### src/rtl/cpu_trace_pkg.sv
// Shared definitions for the cpu trace recorder: state encoding, entry kinds
// and the layout of a stored trace entry {stamp, kind, index, data}.
package cpu_trace_pkg;

   typedef enum logic [1:0] {
      ST_IDLE    = 2'd0,
      ST_CAPTURE = 2'd1,
      ST_FROZEN  = 2'd2
   } trace_state_e;

   localparam logic KIND_REG = 1'b0;
   localparam logic KIND_MEM = 1'b1;

   // Total entry width: stamp + kind bit + index field + data.
   function automatic int entry_w(input int cnt_w, input int idx_w, input int width);
      return cnt_w + 1 + idx_w + width;
   endfunction

   // Field offsets inside an entry, data occupying the low bits.
   function automatic int idx_lsb(input int width);
      return width;
   endfunction

   function automatic int kind_lsb(input int idx_w, input int width);
      return width + idx_w;
   endfunction

   function automatic int stamp_lsb(input int idx_w, input int width);
      return width + idx_w + 1;
   endfunction

endpackage

### src/rtl/trace_ring.sv
// Ring storage for trace entries: up to two writes per cycle at wr_ptr and
// wr_ptr+1, a single head read, and the occupancy count. In stop-when-full
// mode excess writes are refused; in wrap mode they push out the oldest.
module trace_ring #(
   parameter int EW    = 53,
   parameter int DEPTH = 16,
   parameter int WRAP  = 0
) (
   input  logic                    clk,
   input  logic                    rst,
   input  logic                    clr,
   input  logic                    wr0_en,
   input  logic [EW-1:0]           wr0_data,
   input  logic                    wr1_en,
   input  logic [EW-1:0]           wr1_data,
   input  logic                    rd_en,
   output logic [EW-1:0]           rd_head,
   output logic [$clog2(DEPTH):0]  count,
   output logic                    drop
);

   localparam int PW = $clog2(DEPTH);
   localparam int CW = PW + 1;
   localparam logic [CW-1:0] FULL = CW'(DEPTH);

   logic [EW-1:0] mem [DEPTH];
   logic [PW-1:0] wr_ptr_q, wr_ptr_d, rd_ptr_q, rd_ptr_d;
   logic [CW-1:0] count_q, count_d;
   logic [1:0]    n_wr, n_keep;
   logic [CW:0]   total;
   logic          keep0, keep1;

   // Decide which writes land, and advance pointers/count accordingly.
   always_comb begin
      n_wr     = {1'b0, wr0_en} + {1'b0, wr1_en};
      total    = {1'b0, count_q} + (CW+1)'(n_wr);
      wr_ptr_d = wr_ptr_q;
      rd_ptr_d = rd_ptr_q;
      count_d  = count_q;
      drop     = 1'b0;
      keep0    = wr0_en;
      keep1    = wr1_en;
      n_keep   = n_wr;
      if (WRAP == 0) begin
         // The first write of a pair takes the last free slot if only one is left.
         keep0    = wr0_en && (count_q != FULL);
         keep1    = wr1_en && (total <= {1'b0, FULL});
         n_keep   = {1'b0, keep0} + {1'b0, keep1};
         drop     = (wr0_en && !keep0) || (wr1_en && !keep1);
         wr_ptr_d = wr_ptr_q + PW'(n_keep);
         count_d  = count_q + CW'(n_keep);
      end else begin
         wr_ptr_d = wr_ptr_q + PW'(n_wr);
         if (total > {1'b0, FULL}) begin
            // Overwritten entries were the oldest, so the head moves past them.
            drop     = 1'b1;
            rd_ptr_d = rd_ptr_q + PW'(total - {1'b0, FULL});
            count_d  = FULL;
         end else begin
            count_d  = total[CW-1:0];
         end
      end
      if (rd_en) begin
         rd_ptr_d = rd_ptr_d + PW'(1);
         count_d  = count_d - CW'(1);
      end
      if (clr) begin
         wr_ptr_d = '0;
         rd_ptr_d = '0;
         count_d  = '0;
      end
   end

   // Entry storage; contents are meaningless outside [rd_ptr, rd_ptr+count).
   always_ff @(posedge clk) begin
      if (keep0) mem[wr_ptr_q] <= wr0_data;
      if (keep1) mem[wr_ptr_q + PW'(1)] <= wr1_data;
   end

   // Pointer and count registers.
   always_ff @(posedge clk or negedge rst) begin
      if (!rst) begin
         wr_ptr_q <= '0;
         rd_ptr_q <= '0;
         count_q  <= '0;
      end else begin
         wr_ptr_q <= wr_ptr_d;
         rd_ptr_q <= rd_ptr_d;
         count_q  <= count_d;
      end
   end

   assign rd_head = mem[rd_ptr_q];
   assign count   = count_q;

endmodule

### src/rtl/cpu_trace_buffer.sv
// Debug trace recorder: timestamps register-file and data-memory writes into
// a ring buffer while capturing, then streams entries oldest-first once frozen.
module cpu_trace_buffer
   import cpu_trace_pkg::*;
#(
   parameter int WIDTH       = 32,
   parameter int RNUM_W      = 2,
   parameter int AW          = 2,
   parameter int IDX_W       = 4,
   parameter int CNT_W       = 16,
   parameter int DEPTH       = 16,
   parameter int WRAP        = 0,
   parameter int CYCLE_LIMIT = 14
) (
   input  logic                              clk,
   input  logic                              rst,
   input  logic                              arm,
   input  logic                              freeze,
   input  logic                              clear,
   input  logic                              reg_we,
   input  logic [RNUM_W-1:0]                 reg_wnum,
   input  logic [WIDTH-1:0]                  reg_wdata,
   input  logic                              mem_we,
   input  logic [AW-1:0]                     mem_addr,
   input  logic [WIDTH-1:0]                  mem_wdata,
   output logic                              rd_valid,
   input  logic                              rd_ready,
   output logic [CNT_W+1+IDX_W+WIDTH-1:0]    rd_data,
   output logic                              rd_last,
   output logic [$clog2(DEPTH):0]            count,
   output logic [1:0]                        state,
   output logic                              lost,
   output logic                              limit_hit
);

   localparam int EW = entry_w(CNT_W, IDX_W, WIDTH);
   localparam int CW = $clog2(DEPTH) + 1;
   localparam logic [CNT_W-1:0] LAST_STAMP = (CYCLE_LIMIT == 0) ? '0 : CNT_W'(CYCLE_LIMIT - 1);

   trace_state_e     state_q, state_d;
   logic [CNT_W-1:0] stamp_q, stamp_d;
   logic             lost_q, lost_d, limit_hit_q, limit_hit_d;
   logic             capturing, wr0_en, wr1_en, rd_en, ring_drop;
   logic [EW-1:0]    reg_entry, mem_entry, wr0_data, rd_head;

   // Entry packing; when only one strobe fires it always uses the first port.
   always_comb begin
      reg_entry = {stamp_q, KIND_REG, IDX_W'(reg_wnum), reg_wdata};
      mem_entry = {stamp_q, KIND_MEM, IDX_W'(mem_addr), mem_wdata};
      capturing = (state_q == ST_CAPTURE) && !clear;
      wr0_en    = capturing && (reg_we || mem_we);
      wr0_data  = reg_we ? reg_entry : mem_entry;
      wr1_en    = capturing && reg_we && mem_we;
      rd_valid  = (state_q == ST_FROZEN) && (count != '0);
      rd_en     = rd_valid && rd_ready && !clear;
      rd_last   = rd_valid && (count == CW'(1));
      rd_data   = rd_valid ? rd_head : '0;
   end

   trace_ring #(
      .EW    (EW),
      .DEPTH (DEPTH),
      .WRAP  (WRAP)
   ) u_ring (
      .clk      (clk),
      .rst      (rst),
      .clr      (clear),
      .wr0_en   (wr0_en),
      .wr0_data (wr0_data),
      .wr1_en   (wr1_en),
      .wr1_data (mem_entry),
      .rd_en    (rd_en),
      .rd_head  (rd_head),
      .count    (count),
      .drop     (ring_drop)
   );

   // Next-state logic: capture control, stamp counter and sticky flags.
   always_comb begin
      state_d     = state_q;
      stamp_d     = stamp_q;
      lost_d      = lost_q;
      limit_hit_d = limit_hit_q;
      case (state_q)
         ST_IDLE: begin
            if (arm) begin
               state_d = ST_CAPTURE;
               stamp_d = '0;
            end
         end
         ST_CAPTURE: begin
            if (stamp_q != '1) stamp_d = stamp_q + CNT_W'(1);
            if (ring_drop) lost_d = 1'b1;
            // The limit wins over a simultaneous freeze so limit_hit is recorded.
            if ((CYCLE_LIMIT != 0) && (stamp_q == LAST_STAMP)) begin
               state_d     = ST_FROZEN;
               limit_hit_d = 1'b1;
            end else if (freeze) begin
               state_d = ST_FROZEN;
            end
         end
         ST_FROZEN: begin
            state_d = ST_FROZEN;
         end
         default: state_d = ST_IDLE;
      endcase
      if (clear) begin
         state_d     = ST_IDLE;
         stamp_d     = '0;
         lost_d      = 1'b0;
         limit_hit_d = 1'b0;
      end
   end

   // Control registers.
   always_ff @(posedge clk or negedge rst) begin
      if (!rst) begin
         state_q     <= ST_IDLE;
         stamp_q     <= '0;
         lost_q      <= 1'b0;
         limit_hit_q <= 1'b0;
      end else begin
         state_q     <= state_d;
         stamp_q     <= stamp_d;
         lost_q      <= lost_d;
         limit_hit_q <= limit_hit_d;
      end
   end

   assign state     = state_q;
   assign lost      = lost_q;
   assign limit_hit = limit_hit_q;

endmodule

### config.mk
export PLATFORM = sky130hd
export DESIGN_NAME = cpu_trace_buffer
export DESIGN_NICKNAME = d
export VERILOG_FILES = /design/src/rtl/cpu_trace_pkg.sv /design/src/rtl/trace_ring.sv /design/src/rtl/cpu_trace_buffer.sv
export SDC_FILE = /design/constraint.sdc
export NUM_CORES = 1
export LEC_CHECK = 0
export CAP_MARGIN = 20
export CORE_ASPECT_RATIO = 0.8
export CORE_UTILIZATION = 60
export DETAILED_ROUTE_END_ITERATION = 10
export PLACE_DENSITY = 0.78
export SYNTH_ARGS = -nofsm -noshare
export SYNTH_HDL_FRONTEND = slang
export SYNTH_HIERARCHICAL = 1
export SYNTH_SLANG_ARGS = --single-unit
export TNS_END_PERCENT = 50
### constraint.sdc
create_clock -name clk -period 8.9 [get_ports clk]
set_clock_uncertainty 0.1 [all_clocks]
set_input_delay 1.335 -clock clk [delete_from_list [all_inputs] [get_ports clk]]
set_output_delay 1.335 -clock clk [all_outputs]
set_load 0.02 [all_outputs]
==> results of run 1 <==
[path summary, 6_finish.rpt]
kind,end,start,slack (ns)
min in group asynchronous,stamp_q[4]$_DFFE_PN0P_,rst,0.67
worst min-delay path,limit_hit$_DFFE_PN0P_,limit_hit$_DFFE_PN0P_,0.53
worst max-delay path,u_ring/mem[14][1]$_DFFE_PP_,clear,2.66
max in group asynchronous,u_ring/rd_ptr_q[0]$_DFFE_PN0P_,rst,7.45
worst max register to register,u_ring/mem[14][1]$_DFFE_PP_,state[1]$_DFFE_PN0P_,3.55
worst min register to register,limit_hit$_DFFE_PN0P_,limit_hit$_DFFE_PN0P_,0.53
[sequential cells by signal, summed over array words and instances (netlist names)]
name,flops
u_ring/rd_ptr_q,4
u_ring/count,5
lost,1
limit_hit,1
u_ring/mem,848
state,2
stamp_q,16
u_ring/wr_ptr_q,4
[per-layer routing]
metal | vias up | global-route usage
met4 | 4 | 0.0789
met5 | - | 0
met2 | 1220 | 0.454
met1 | 13119 | 0.423
li1 | 10582 | -
met3 | 206 | 0.0581
[final cells by class]
class | count | area [sq um]
fillers | 5035 | 25700
repair buffers | 201 | 2210
inverters | 18 | 67.6
well taps | 1034 | 1290
diodes | 2 | 5.00
clock inverters | 63 | 727
multi-input cells | 1476 | 20000
flip-flops and latches | 881 | 26300
clock buffers | 108 | 2460
[critical path: stages]
cell and delay (ns):
clkdlybuf4s50_1 0.81, and2b_2 0.55, and3_1 0.26, inv_1 0.09, fa_1 0.42, inv_1 0.08, ha_1 0.23, nor2b_1 0.17
o2111a_1 0.20, a22o_1 0.13, buf_4 0.35, and3b_4 0.85, buf_4 0.64, mux2_2 0.40
[power groups by stage]
stage / registers (mW) / logic [mW] / clock network, mW
5_1_grt: 4.65 / 0.828 / 4.25
4_1_cts: 4.65 / 0.762 / 4.11
6_report: 4.64 / 0.779 / 4.06
2_1_floorplan: 4.73 / 0.539 / 0
3_5_place_dp: 4.74 / 0.756 / 0
3_3_place_gp: 4.73 / 0.727 / 0
[synth_stat cells (16+ instances only)]
cell type	number
clkbuf_1	155
inv_1	18
mux2_4	449
nor2_1	38
and2_1	54
edfxtp_1	848
buf_2	47
mux4_2	265
dfrtp_1	33
mux2_2	421
buf_4	18
nand2_1	16
buf_6	42
[logic make-up after synthesis]
| logic type | share of synthesized area |
|---|---|
| AO/OA/AOI/OAI | 0.00892 |
| adder cells (fa/ha/maj) | 0.00467 |
| XOR/XNOR | 0.00239 |
| flip-flops | 0.551 |
| AND/OR/NAND/NOR | 0.0268 |
| buffers and inverters | 0.0368 |
| multiplexers | 0.369 |
| other | 0.000157 |
==> impl_metrics.tcl, run 1 <==
set metrics [dict create \
    syn_inst 2623 \
    avgSynthCellArea_sq_um 18.2 \
    fin_nets 2761 \
    stdcell_count 3783 \
    vias 25131 \
    wl_met2_mm 55.0 \
    post-place-ws_ns 2.07 \
    drt-met1-wl_mm 47.9 \
    dr.pass1.iters 6 \
    sequentialPowerShare 0.489 \
    critPathLaunchType "input pin" \
    p_int_mw 7.45 \
    dp_cells 3598 \
    holdCritPathClass "flip-flop to flip-flop" \
    period_share 0.701 \
    cts.sinks 881 \
    p_leak_nw 18.9 \
    grt_pass1_vias 25670 \
    r2r_cells 15 \
    wl_mm 116 \
    syn_area_sq_um 47700 \
    clkTransAtPathRegs_ns 0.06 \
    worst_setup_path_end_kind "flip-flop" \
    htreeDepth 3 \
    ctsHoldBuffers 0 \
    ys_seq_area_frac 0.551 \
    pwr-share-clk 0.428 \
    layout_setup_ws_ns 2.66 \
    required_ns 9.21 \
    synth.area.top_cells "edfxtp_1 (53%), mux2_4 (14%), mux4_2 (13%)" \
    worstMarginPinSlew_ns 1.25 \
    criticalPathCategory "input pin to flip-flop" \
    fin_util 0.673 \
    cts_root_buffer "clkbuf_16" \
    synth_top_area_frac 0.534 \
    mostFrequentLayoutCell "edfxtp_1" \
    crit_path_max_fanout 30 \
    layout_common_cells "edfxtp_1 (848), mux2_4 (449), mux2_2 (421)" \
    dpl_cell_area_sq_um 49500 \
    timing.hold.ws_ns 0.525 \
    route.detailed.drc 0 \
    max-vdd-ir-drop_uv 176 \
    outcome "completed" \
    design.portCount 140 \
    yosys_warnings 6 \
    drtAntennaViolNets 0 \
    grt_max_degree 147 \
    die_area_sq_um 80600 \
    p_total_mw 9.49 \
    report.final.hold_viol_count 0 \
    grt_pass1_wl_mm 170 \
    maxSlewViolCount 0 \
    drive_gt1_frac 0.505 \
    synth_seq_cells 881 \
    fin_area_sq_um 53000 \
    wl_met3_mm 10.5 \
    fmax_mhz 160 \
    cts_setup_buffers 0 \
    worst-endpoint-arrival_ns 6.55 \
    rows 92 \
    io_buffers 139 \
    synth_cell_types 78 \
    grtUsageTotal 0.292 \
    drt_iter0_markers 3040 \
    hpwlAfterDp_mm 63.5 \
    synth_top_area_cell "edfxtp_1" \
    cts_max_path_buffers 3 \
    gp_congestion 0.888 \
    cts_made_buffers 91 \
    min_period_ns 6.24 \
    power_density_nw_per_um2 179 \
    setup_viol 0 \
    max_cap_violations 0 \
    p_sw_frac 0.215 \
    comb_power_share 0.082 \
    p_sw_mw 2.04 \
    hold_depth 2 \
    die_y_um 254 \
    relSlewSlack 0.170 \
    start_util 0.606 \
    rsz0062_at_grt "no" \
    synth_edf_count 848 \
    clk_latency_ns 0.64 \
    timing.setup.tns_ns 0 \
    core_area_sq_um 78700 \
    post_drt_wl_per_cell_um 30.8 \
    antenna_found_initial 4 \
    async_reset_ff_frac 0.0375 \
    grt.overflow.total 0 \
    top_layer "met5" \
    die_x_um 317 \
    ys.flop_type "edfxtp_1" \
    area_delta_synth_final_pct 11.2 \
    cts_resized 0 \
    viasPerCell 6.64 \
    cts_tree "built" \
]
No activity file was read; power rests on OpenSTA's default activity.
==> run 2, diff against run 1 <==
Settings changed: CORE_UTILIZATION 60 to 57.
Clock period 8.9 ns to 5.3 ns, I/O delays scaled along.
==> run 2 against run 1 <==
Effect of this change:
- sequential share of layout area shrank 0.70 points
- sequential power grew 68%
- clock-buffer cell count grew 9
- worst setup slack lost 2.2 ns
- non-clock buffer count grew 54
- critical path type is now flip-flop to flip-flop
- hold slack lost 0.40 ns
- largest cell class unchanged
- power grew 62%
- combinational power grew 72%
- register-to-register slack lost 3.0 ns
- critical endpoint is now u_ring/count[3]$_DFF_PN0_
==> impl_metrics.tcl, run 2 (same netlist as run 1, synthesis figures left out) <==
set metrics [dict create \
    ctsHoldBuffers 0 \
    timing.hold.ws_ns 0.125 \
    worst-endpoint-arrival_ns 5.24 \
    largest_register_ffs 848 \
    rows 94 \
    max_cap_violations 0 \
    critPathBufInv 3 \
    die_y_um 261 \
    criticalPathCategory "flip-flop to flip-flop" \
    holdCritPathClass "input pin to asynchronous set/reset pin" \
    fin_util 0.651 \
    rrSetupSlack_ns 0.51 \
    cts_root_buffer "clkbuf_16" \
    min_period_ns 4.79 \
    required_ns 5.74 \
    max-vdd-ir-drop_uv 210 \
    outcome "completed" \
    setup_viol 0 \
    cts.sinks 881 \
    report.final.hold_viol_count 0 \
    p_leak_nw 19.2 \
    post_drt_wl_per_cell_um 31.0 \
    gp_congestion 0.830 \
    die_x_um 325 \
    cp_common_cell "ha_1" \
    power_density_nw_per_um2 286 \
    core_area_sq_um 82600 \
    grt_pass1_vias 26258 \
    dr.pass1.iters 5 \
    layout_common_cells "edfxtp_1 (848), mux2_4 (449), mux2_2 (421)" \
    cp_slowest_stage_delay_ns 0.44 \
    vias 25639 \
    die_area_sq_um 84800 \
    hpwlAfterDp_mm 69.6 \
    worstMarginPinSlew_ns 1.12 \
    fin_nets 2814 \
    area_delta_synth_final_pct 12.8 \
    period_share 0.905 \
    design.portCount 140 \
    worst_setup_path_end_kind "flip-flop" \
    grtUsageTotal 0.285 \
    grt_pass1_wl_mm 177 \
    maxSlewViolCount 0 \
    clkTransAtPathRegs_ns 0.06 \
    io_buffers 139 \
    cts_made_buffers 90 \
    rsz0062_at_grt "no" \
    crit_path_start "state[1]$_DFFE_PN0P_" \
    start_util 0.578 \
    relSlewSlack 0.255 \
    critPathLaunchType "flip-flop" \
    grt.overflow.total 0 \
    cts_tree "built" \
    timing.setup.tns_ns 0 \
    route.detailed.drc 0 \
    drt_iter0_markers 2825 \
    top_register "u_ring/mem" \
    timing.rr.start "state[1]$_DFFE_PN0P_" \
    cts_setup_buffers 0 \
    drtAntennaViolNets 0 \
    slowest_stage "fa_1" \
    crit_path_max_fanout 6 \
    antenna_found_initial 5 \
    htreeDepth 3 \
    clk_latency_ns 0.66 \
    viasPerCell 6.57 \
    cts_resized 0 \
    cts_max_path_buffers 3 \
    path_cells "inv_1 > ha_1 > and2b_2 > and3_1 > inv_1 > fa_1 > inv_1 > ha_1 > nand3_1 > xnor2_1 > a22o_1 > ha_1 > ha_1 > fa_1 > xor2_1 > nor4b_1 > o21ai_0 > and3b_1" \
    mostFrequentLayoutCell "edfxtp_1" \
    wl_mm 121 \
    grt_max_degree 73 \
    fmax_mhz 209 \
    crit_family "adder cells" \
    drive_gt1_frac 0.513 \
]
-- run 2: changes by cell type in the layout (fill, tap and decap cells not counted), sizes merged, moves of 3 or more --
cell,delta
bufinv,-8
inv,+3
clkbuf,+9
clkinv,-13
buf,+54
-- run 2: worst paths after layout --
path                       cells after the start                              to
max in group asynchronous                      1  u_ring/rd_ptr_q[1]$_DFFE_PN0P_
hold reg to reg                                1            state[0]$_DFFE_PN0P_
hold / removal                                 1    u_ring/wr_ptr_q[1]$_DFF_PN0_
setup / recovery                              18       u_ring/count[3]$_DFF_PN0_
setup reg to reg                              18       u_ring/count[3]$_DFF_PN0_
min in group clk                               1            state[0]$_DFFE_PN0P_
-- run 2: layout make-up --
class                           count  area (sq um)
Tap cell                         1104          1380
Inverter                           18          67.6
Clock inverter                     46           472
Timing Repair Buffer              255          3180
Multi-Input combinational cell   1476         20000
Clock buffer                      117          2400
Sequential cell                   881         26300
Antenna cell                        3          7.51
Fill cell                        5415         28800
-- run 2: metal layers --
metal	track usage	share of wire	up-vias
met3	0.0470	0.082	188
li1	-	-	10681
met4	0.0732	0.021	2
met1	0.403	0.41	13549
met5	0	0.000083	-
met2	0.464	0.48	1219
-- run 2: worst reg2reg max path, stage by stage, from the launching register on --
cell and delay (ns):
dfrtp_1 0.42, inv_1 0.12, ha_1 0.34, and2b_2 0.21, and3_1 0.20, inv_1 0.09, fa_1 0.43, inv_1 0.09
ha_1 0.17, nand3_1 0.12, xnor2_1 0.19, a22o_1 0.24, ha_1 0.31, ha_1 0.22, fa_1 0.44, xor2_1 0.19
nor4b_1 0.39, o21ai_0 0.21, and3b_1 0.21
-- run 2: power breakdown --
| group | internal (mW) | switching [mW] | leakage, nW |
|---|---|---|---|
| logic | 0.692 | 0.650 | 9.54 |
| clock network | 3.60 | 2.67 | 1.40 |
| registers | 7.75 | 0.0471 | 8.22 |
| total | 12.0 | 3.36 | 19.2 |
-- run 2: stage by stage --
stage	setup slack [ns]	area, sq um	std cells	total power, mW
global route	0.274	53800	3898	15.8
finish	0.506	53800	3900	15.4
CTS	0.512	53400	3884	15.5
detailed placement	0.188	50500	3721	9.24
global placement	0.278	50500	3721	9.18
floorplan	-0.827	47800	2656	8.85
